===== src/rtl/disp_pkg.sv =====
// Shared types and constants for the 4-digit multiplexed BCD display driver:
// converter states, anode patterns, segment codes and the display limit.
package disp_pkg;

  typedef enum logic [1:0] {
    ST_IDLE,
    ST_SHIFT,
    ST_COMMIT
  } conv_state_e;

  localparam int unsigned MAX_DISP = 9999;
  localparam int BIN_W = 14;
  localparam int BCD_W = 16;
  localparam int ITERS = 14;

  localparam logic [3:0] AN_POS0 = 4'b1110;
  localparam logic [3:0] AN_POS1 = 4'b1101;
  localparam logic [3:0] AN_POS2 = 4'b1011;
  localparam logic [3:0] AN_POS3 = 4'b0111;

  localparam logic [6:0] SEG_0 = 7'b0000001;
  localparam logic [6:0] SEG_1 = 7'b1001111;
  localparam logic [6:0] SEG_2 = 7'b0010010;
  localparam logic [6:0] SEG_3 = 7'b0000110;
  localparam logic [6:0] SEG_4 = 7'b1001100;
  localparam logic [6:0] SEG_5 = 7'b0100100;
  localparam logic [6:0] SEG_6 = 7'b0100000;
  localparam logic [6:0] SEG_7 = 7'b0001111;
  localparam logic [6:0] SEG_8 = 7'b0000000;
  localparam logic [6:0] SEG_9 = 7'b0000100;
  localparam logic [6:0] SEG_DASH  = 7'b1111110;
  localparam logic [6:0] SEG_BLANK = 7'b1111111;

  function automatic logic [3:0] anode_for(input logic [1:0] pos);
    case (pos)
      2'd0:    return AN_POS0;
      2'd1:    return AN_POS1;
      2'd2:    return AN_POS2;
      default: return AN_POS3;
    endcase
  endfunction

  function automatic logic [6:0] seg_for_digit(input logic [3:0] d);
    case (d)
      4'd0:    return SEG_0;
      4'd1:    return SEG_1;
      4'd2:    return SEG_2;
      4'd3:    return SEG_3;
      4'd4:    return SEG_4;
      4'd5:    return SEG_5;
      4'd6:    return SEG_6;
      4'd7:    return SEG_7;
      4'd8:    return SEG_8;
      4'd9:    return SEG_9;
      default: return SEG_BLANK;
    endcase
  endfunction

endpackage


===== src/rtl/bin2bcd_seq.sv =====
// Sequential double-dabble converter: 14-bit binary to 4 BCD digits, one
// add-3/shift iteration per clock, result held in bcd until the next commit.
module bin2bcd_seq
  import disp_pkg::*;
(
  input  logic                clk_pre,
  input  logic                reset,
  input  logic                start,
  input  logic [BIN_W-1:0]    bin,
  output logic [BCD_W-1:0]    bcd,
  output logic                busy,
  output logic                done
);

  conv_state_e              state_q, state_d;
  logic [BIN_W+BCD_W-1:0]   sr_q, sr_d;
  logic [BCD_W-1:0]         bcd_q, bcd_d;
  logic [3:0]               iter_q, iter_d;
  logic [BIN_W+BCD_W-1:0]   adj_sr;

  always_comb begin
    state_d = state_q;
    sr_d    = sr_q;
    bcd_d   = bcd_q;
    iter_d  = iter_q;
    adj_sr  = sr_q;
    // Nibbles of 5 or more would overflow past 9 once doubled.
    for (int i = 0; i < 4; i++) begin
      if (adj_sr[BIN_W+4*i +: 4] >= 4'd5)
        adj_sr[BIN_W+4*i +: 4] = adj_sr[BIN_W+4*i +: 4] + 4'd3;
    end
    case (state_q)
      ST_IDLE: begin
        if (start) begin
          sr_d    = {{BCD_W{1'b0}}, bin};
          iter_d  = 4'd0;
          state_d = ST_SHIFT;
        end
      end
      ST_SHIFT: begin
        sr_d   = {adj_sr[BIN_W+BCD_W-2:0], 1'b0};
        iter_d = iter_q + 4'd1;
        if (iter_q == 4'(ITERS - 1))
          state_d = ST_COMMIT;
      end
      ST_COMMIT: begin
        bcd_d   = sr_q[BIN_W+BCD_W-1:BIN_W];
        state_d = ST_IDLE;
      end
      default: state_d = ST_IDLE;
    endcase
  end

  always_ff @(posedge clk_pre) begin
    if (reset) begin
      state_q <= ST_IDLE;
      sr_q    <= '0;
      bcd_q   <= '0;
      iter_q  <= '0;
    end else begin
      state_q <= state_d;
      sr_q    <= sr_d;
      bcd_q   <= bcd_d;
      iter_q  <= iter_d;
    end
  end

  assign bcd  = bcd_q;
  assign busy = (state_q != ST_IDLE);
  assign done = (state_q == ST_COMMIT);

endmodule


===== src/rtl/bcd_disp_driver.sv =====
// Multiplexed 4-digit 7-segment driver: converts a 32-bit value to BCD in the
// background and scans the last committed digits across the anodes.
module bcd_disp_driver
  import disp_pkg::*;
#(
  parameter int SCAN_DIV = 100000
) (
  input  logic        clk_pre,
  input  logic        reset,
  input  logic [31:0] value,
  output logic [10:0] disp_7seg,
  output logic        busy,
  output logic        digits_valid,
  output logic        ovf
);

  localparam int DIV_W = $clog2(SCAN_DIV);

  logic [31:0]      last_q, last_d;
  logic             captured_q, captured_d;
  logic             ovf_pend_q, ovf_pend_d;
  logic             ovf_q, ovf_d;
  logic             valid_q, valid_d;
  logic [DIV_W-1:0] div_q, div_d;
  logic [1:0]       pos_q, pos_d;
  logic [10:0]      disp_q, disp_d;

  logic             conv_start;
  logic             conv_busy;
  logic             conv_done;
  logic [BIN_W-1:0] conv_bin;
  logic [BCD_W-1:0] bcd;
  logic [3:0]       digit;
  logic [6:0]       seg;

  assign conv_start = !conv_busy && (!captured_q || (value != last_q));
  assign conv_bin   = (value > MAX_DISP) ? '0 : value[BIN_W-1:0];

  bin2bcd_seq u_conv (
    .clk_pre (clk_pre),
    .reset   (reset),
    .start   (conv_start),
    .bin     (conv_bin),
    .bcd     (bcd),
    .busy    (conv_busy),
    .done    (conv_done)
  );

  always_comb begin
    last_d     = last_q;
    captured_d = captured_q;
    ovf_pend_d = ovf_pend_q;
    ovf_d      = ovf_q;
    valid_d    = valid_q;
    div_d      = div_q;
    pos_d      = pos_q;
    if (conv_start) begin
      last_d     = value;
      captured_d = 1'b1;
      ovf_pend_d = (value > MAX_DISP);
    end
    if (conv_done) begin
      ovf_d   = ovf_pend_q;
      valid_d = 1'b1;
    end
    // Scan runs free of the converter; a commit never disturbs the position.
    if (div_q == DIV_W'(SCAN_DIV - 1)) begin
      div_d = '0;
      pos_d = pos_q + 2'd1;
    end else begin
      div_d = div_q + DIV_W'(1);
    end
    case (pos_q)
      2'd0:    digit = bcd[3:0];
      2'd1:    digit = bcd[7:4];
      2'd2:    digit = bcd[11:8];
      default: digit = bcd[15:12];
    endcase
    if (!valid_q)
      seg = SEG_BLANK;
    else if (ovf_q)
      seg = SEG_DASH;
    else
      seg = seg_for_digit(digit);
    disp_d = {anode_for(pos_q), seg};
  end

  always_ff @(posedge clk_pre) begin
    if (reset) begin
      last_q     <= '0;
      captured_q <= 1'b0;
      ovf_pend_q <= 1'b0;
      ovf_q      <= 1'b0;
      valid_q    <= 1'b0;
      div_q      <= '0;
      pos_q      <= '0;
      disp_q     <= 11'b1110_1111111;
    end else begin
      last_q     <= last_d;
      captured_q <= captured_d;
      ovf_pend_q <= ovf_pend_d;
      ovf_q      <= ovf_d;
      valid_q    <= valid_d;
      div_q      <= div_d;
      pos_q      <= pos_d;
      disp_q     <= disp_d;
    end
  end

  assign disp_7seg    = disp_q;
  assign busy         = conv_busy;
  assign digits_valid = valid_q;
  assign ovf          = ovf_q;

endmodule


===== config.mk =====
export PLATFORM = sky130hd
export DESIGN_NAME = bcd_disp_driver
export DESIGN_NICKNAME = d
export VERILOG_FILES = /design/src/rtl/disp_pkg.sv /design/src/rtl/bin2bcd_seq.sv /design/src/rtl/bcd_disp_driver.sv
export SDC_FILE = /design/constraint.sdc
export NUM_CORES = 1
export LEC_CHECK = 0
export ABC_CLOCK_PERIOD_IN_PS = 6700
export BUFFER_PORTS_ARGS = -buffer_cell sky130_fd_sc_hd__clkbuf_2
export CORE_MARGIN = 2
export CORE_UTILIZATION = 45
export DETAILED_ROUTE_END_ITERATION = 16
export PLACE_DENSITY = 0.64
export SYNTH_ARGS = -nofsm -noshare
export SYNTH_HDL_FRONTEND = slang
export SYNTH_HIERARCHICAL = 1
export SYNTH_SLANG_ARGS = --single-unit

===== constraint.sdc =====
create_clock -name clk_pre -period 6.7 [get_ports clk_pre]
set_clock_uncertainty 0.15 [all_clocks]
set_input_delay 0.67 -clock clk_pre [delete_from_list [all_inputs] [get_ports clk_pre]]
set_output_delay 0.67 -clock clk_pre [all_outputs]
set_load 0.02 [all_outputs]

---- After elaboration in Yosys (flattened, before gate mapping) ----
Memory sizes are Yosys's and may differ from the RTL's.
Index checks and enable logic that the tools add are counted.
cells by class
  $add $sub $neg .......................... 7
  magnitude comparators ................... 5
  equality and inequality tests ........... 9
  muxes and demuxes ....................... 15
  bitwise logic cells ..................... 1
  reduce and logical (&&, ||, !) cells .... 13
operators by type and width
  cell                   count
  $pmux 30 s2            1
  $gt 32x14->1 const B   1
  $ne 32x32->1           1
  $mux 30                1
  $pmux 4 s3             2
  $add 17x1->17 const B  1
  $eq 17x17->1 const B   1
  $ge 4x3->1 const B     4
  $mux 4                 4
  $mux 14                1
  $add 4x2->4 const B    3
  $pmux 4 s2             1
  $add 4x1->4 const B    1
  $eq 2x1->1 const B     2
  $eq 2x2->1 const B     2
  $eq 4x4->1 const B     1
  $logic_not 2->1        2
  $mux 2                 2
  $pmux 2 s2             1
  $reduce_and 2->1       2
  $reduce_bool 2->1      2
  $reduce_or 2->1        2
  $add 3x2->3 const B    1
  $mux 3                 1
  9 further kinds        10
word-level totals
  bits in registers ....................... 118
  ROM bits ................................ 112
  input port bits ......................... 34
  output and inout bits ................... 14
  memories kept ........................... 1
memory list
  name              depth  width  rd ports  clocked after Yosys merged registers in  write ports  RTL line        source
  (name not given)  16     7      1         0                                        0            disp_pkg.sv:44  case (d)

---- Logic depth before layout (Yosys ltp) ----
  depth in word-level cells ............... 5
  gate-level depth with buffers ........... 12
  gate-level depth less buffers ........... 9

---- By module ----
The synthesis kept the hierarchy.
by module, submodules not included
  module           times used  cells an instance  area each (um^2)  sequential area each (um^2)
  bcd_disp_driver  1           465                4070.2            1321.3
  bin2bcd_seq      1           302                2419.8            1041.0

---- Least setup slack after synthesis ----
OpenSTA, ideal clock, no wires.
  path kind ............................... input to register
  start point ............................. input value[22]
  end point ............................... register u_conv.sr_q[17]
  data arrival time ....................... 2962 ps
  data required time ...................... 6479 ps
  path slack .............................. 3517 ps
  stages on the path ...................... 12
  cells stage by stage .................... nor2b_1 a2111o_1 or4_1 buf_2 buf_6 nor4_1 nor2_1 nor2_2 or2_1 buf_2 o21ai_1 a21oi_1
between the ends
  longest elaborated chain between the ends .. 5
RTL lines
  element                     RTL line               source
  start: declaration          bcd_disp_driver.sv:10  input logic [31:0] value,
  $ne 32x32->1                bcd_disp_driver.sv:36  assign conv_start = !conv_busy && (!captured_q || (value != last_q));
  $logic_or 1x1->1            bcd_disp_driver.sv:36
  $logic_and 1x1->1           bcd_disp_driver.sv:36
  net conv_start              bcd_disp_driver.sv:28  logic conv_start;
  $ne 2x2->1 (no line)        -
  $reduce_and 2->1 (no line)  -
  end signal: assignment      bin2bcd_seq.sv:62      sr_q <= sr_d;
  end: declaration            bin2bcd_seq.sv:16      logic [BIN_W+BCD_W-1:0] sr_q, sr_d;
The timed path passes the listed nets, and every way through them passes these cells.
A chain may end at the register's enable or synchronous reset.

---- Worst setup path after layout ----
  start point ............................. input value[13]
  end point ............................... register u_conv.sr_q[19]
The elaborated chain is that of the path after synthesis.

==> results.ini <==
[synth]
synth.avg_cell_area_um2 = 8.46
syn-cell-area_mm2 = 0.00649
synth_flop_cell = dfxtp_1
ys_seq_elements = 118
syn_nets = 822
synth_edf_count = 0
synthArstFlopShare_pct = 0
yosysSeqAreaShare_pct = 36.4
synth.distinct_cells = 57
yosys_warnings = 6
netlist_instances = 767

[cts]
path_clk_slew_ps = 50
htree_levels = 4
clk-insertion-delay-late_ps = 420
cts_resized = 0
cts_hold_buf = 0
cts_sinks = 118
cts_buffers = 17
cts_setup_buffers = 0
cts.path.max_buffers = 2
tritoncts = done
cts-root-buf = clkbuf_16

[worst_setup_path]
worst-setup-path-type = in2reg
r2r_cells = 10
arrival_ps = 3670
required_ps = 6910
cp-end-kind = flop
crit_fanout = 28
critPathLaunchType = input port

[sta]
fmax_mhz = 288
hold_ws_ps = 304
final_hold_viol_count = 0
period_needed_ps = 3470
period_share_pct = 51.8
slew_viol_final = 0
finalSetupViolCount = 0
slew_headroom_pct = 18.3
rsz0062_at_grt = false
worst_pin_slew_ps = 1220
tns_ps = 0

[floorplan]
die-area_mm2 = 0.0154
dieHeight_um = 124
core_mm2 = 0.0140
ios = 48
start_util_pct = 46.4
rows = 43
die_w_um = 124

[cells_and_area]
multi_input_area_mm2 = 0.00377
regArea_mm2 = 0.00236
final_area_mm2 = 0.00737
fillers = 1311
drive_above_1_share_pct = 15.3
syn_to_final_growth_pct = 13.5
utilization_pct = 52.7
final_common_cell = dfxtp_1
mostFrequentLayoutCells = dfxtp_1 (118), nor2_1 (86), nand2_1 (73)
nets = 842

[placed_design]
place.gp.congestion = 0.823
io_buffers = 47
hpwl_mm = 10.4
place_area_mm2 = 0.00676

[routing]
route.detailed.drc = 0
routed_wirelength_mm = 15.7
drt-vias-per-instance = 5.85
wl_per_cell_um = 16.0
first_iter_violations = 602
drt-pass1-iter-count = 5
postRouteAntennaNets = 0
vias = 5735

[pwr]
ir_drop_uv = 178
p_leak_nw = 2.67
power_density_mw_per_mm2 = 255

[run_status]
status = finished clean

[grt]
grt_antenna_before_repair = 1
grt_pass1_vias = 5239
grt-ovfl-total = 0
grt_max_degree = 64
grt_pass1_wl_mm = 25.9
grt_usage_pct = 21.5

[job]
cap_violations = 0

[hold_path]
holdPathStages = 2
hold_path.class = reg2reg

==> worst max-delay path, cell delays in order <==
cell	delay [ps]
clkbuf_2	130
xor2_1	160
nor4_1	440
nand2_1	100
buf_4	290
nor4_1	380
nor2_1	300
nor2_2	220
nor2_4	110
nor2_1	620
a22o_1	250
==> cell usage after synthesis (2+ instances only) <==
| cell | count | area share [%] |
|---|---|---|
| nand4_1 | 8 | 0.77 |
| nor2b_1 | 22 | 2.1 |
| inv_1 | 22 | 1.3 |
| nor3b_1 | 25 | 2.9 |
| nand2b_1 | 8 | 0.77 |
| a211oi_1 | 2 | 0.23 |
| ha_1 | 21 | 4.0 |
| a32oi_1 | 27 | 3.6 |
| dfxtp_1 | 118 | 36 |
| or2_2 | 3 | 0.29 |
| o311ai_0 | 8 | 1.1 |
| xor2_1 | 20 | 2.7 |
| o31ai_1 | 8 | 0.93 |
| a22o_1 | 11 | 1.5 |
| a22oi_1 | 2 | 0.23 |
| nand2_1 | 73 | 4.2 |
| or4_1 | 2 | 0.23 |
| nor4_1 | 9 | 0.87 |
| clkbuf_1 | 37 | 2.1 |
| xnor2_1 | 29 | 3.9 |
| nand4b_1 | 2 | 0.27 |
| o21ai_0 | 12 | 0.93 |
| and2_1 | 17 | 1.6 |
| nand3_1 | 16 | 1.2 |
| o21ai_1 | 4 | 0.31 |
| and3_1 | 6 | 0.58 |
| mux2_2 | 3 | 0.52 |
| and4_1 | 3 | 0.40 |
| o311ai_1 | 20 | 2.7 |
| or3_1 | 2 | 0.19 |
| buf_1 | 2 | 0.12 |
| buf_2 | 11 | 0.85 |
| o31ai_2 | 19 | 3.7 |
| nor2_1 | 86 | 5.0 |
| buf_6 | 5 | 0.87 |
| a21oi_1 | 43 | 3.3 |
| mux2i_1 | 15 | 2.3 |
| a2111oi_0 | 2 | 0.27 |
| nor3_1 | 23 | 1.8 |
| a222oi_1 | 4 | 0.62 |
==> power by group <==
part	internal (W)	total [W]	switching [W]
Sequential	0.000734	0.000761	0.0000267
Combinational	0.0000757	0.000186	0.000111
Clock	0.000586	0.000930	0.000344
Total	0.00140	0.00188	0.000482
==> sequential cells by signal, summed over array words and instances, names as in the netlist <==
signal / count
u_conv/state_q: 2
div_q: 17
u_conv/iter_q: 4
ovf: 1
u_conv/bcd: 16
last_q: 32
captured_q: 1
pos_q: 2
ovf_pend_q: 1
disp_7seg: 11
u_conv/sr_q: 30
digits_valid: 1
==> layout make-up <==
type                       instances  area share, %
multi-input combinational        569           51.2
timing repair buffer              57           4.21
clock inverter                    15           2.43
sequential                       118           32.1
antenna                            1         0.0340
tap                              180           3.06
clock buffer                      17           5.77
inverter                          24           1.26
==> final timing paths <==
check                 startpoint               to  slack (ps)
hold / removal    u_conv/bcd[14]   u_conv/bcd[14]         300
setup / recovery       value[13]  u_conv/sr_q[19]        3230
hold reg to reg   u_conv/bcd[14]   u_conv/bcd[14]         300
setup reg to reg      last_q[28]  u_conv/sr_q[19]        3250
==> routing by layer <==
metal  share of wire, %  track usage [%]  vias up
met4                1.8             8.57        0
met5                  0                0        -
met1                 48             30.0     2709
met3                6.2             6.27       21
met2                 44             30.9      193
li1                   -                -     2812
==> stage by stage <==
step / power, W / worst slack [ps] / std cells
floorplan: 0.000907 / 3520 / 767
global placement: 0.000954 / 2830 / 948
detailed placement: 0.000960 / 2810 / 948
CTS: 0.00189 / 3250 / 980
global route: 0.00196 / 3020 / 980
finish: 0.00188 / 3230 / 981
==> logic make-up after synthesis <==
group           count (synthesis)  share of synthesized area (%)
xor+xnor                       49                           6.61
simple gates                  313                           24.3
mux                            18                           2.83
fa+ha+maj                      21                           4.05
buf+inv                        80                           5.51
compound gates                168                           20.3
flops                         118                           36.4
No activity file was read; power rests on OpenSTA's default activity.
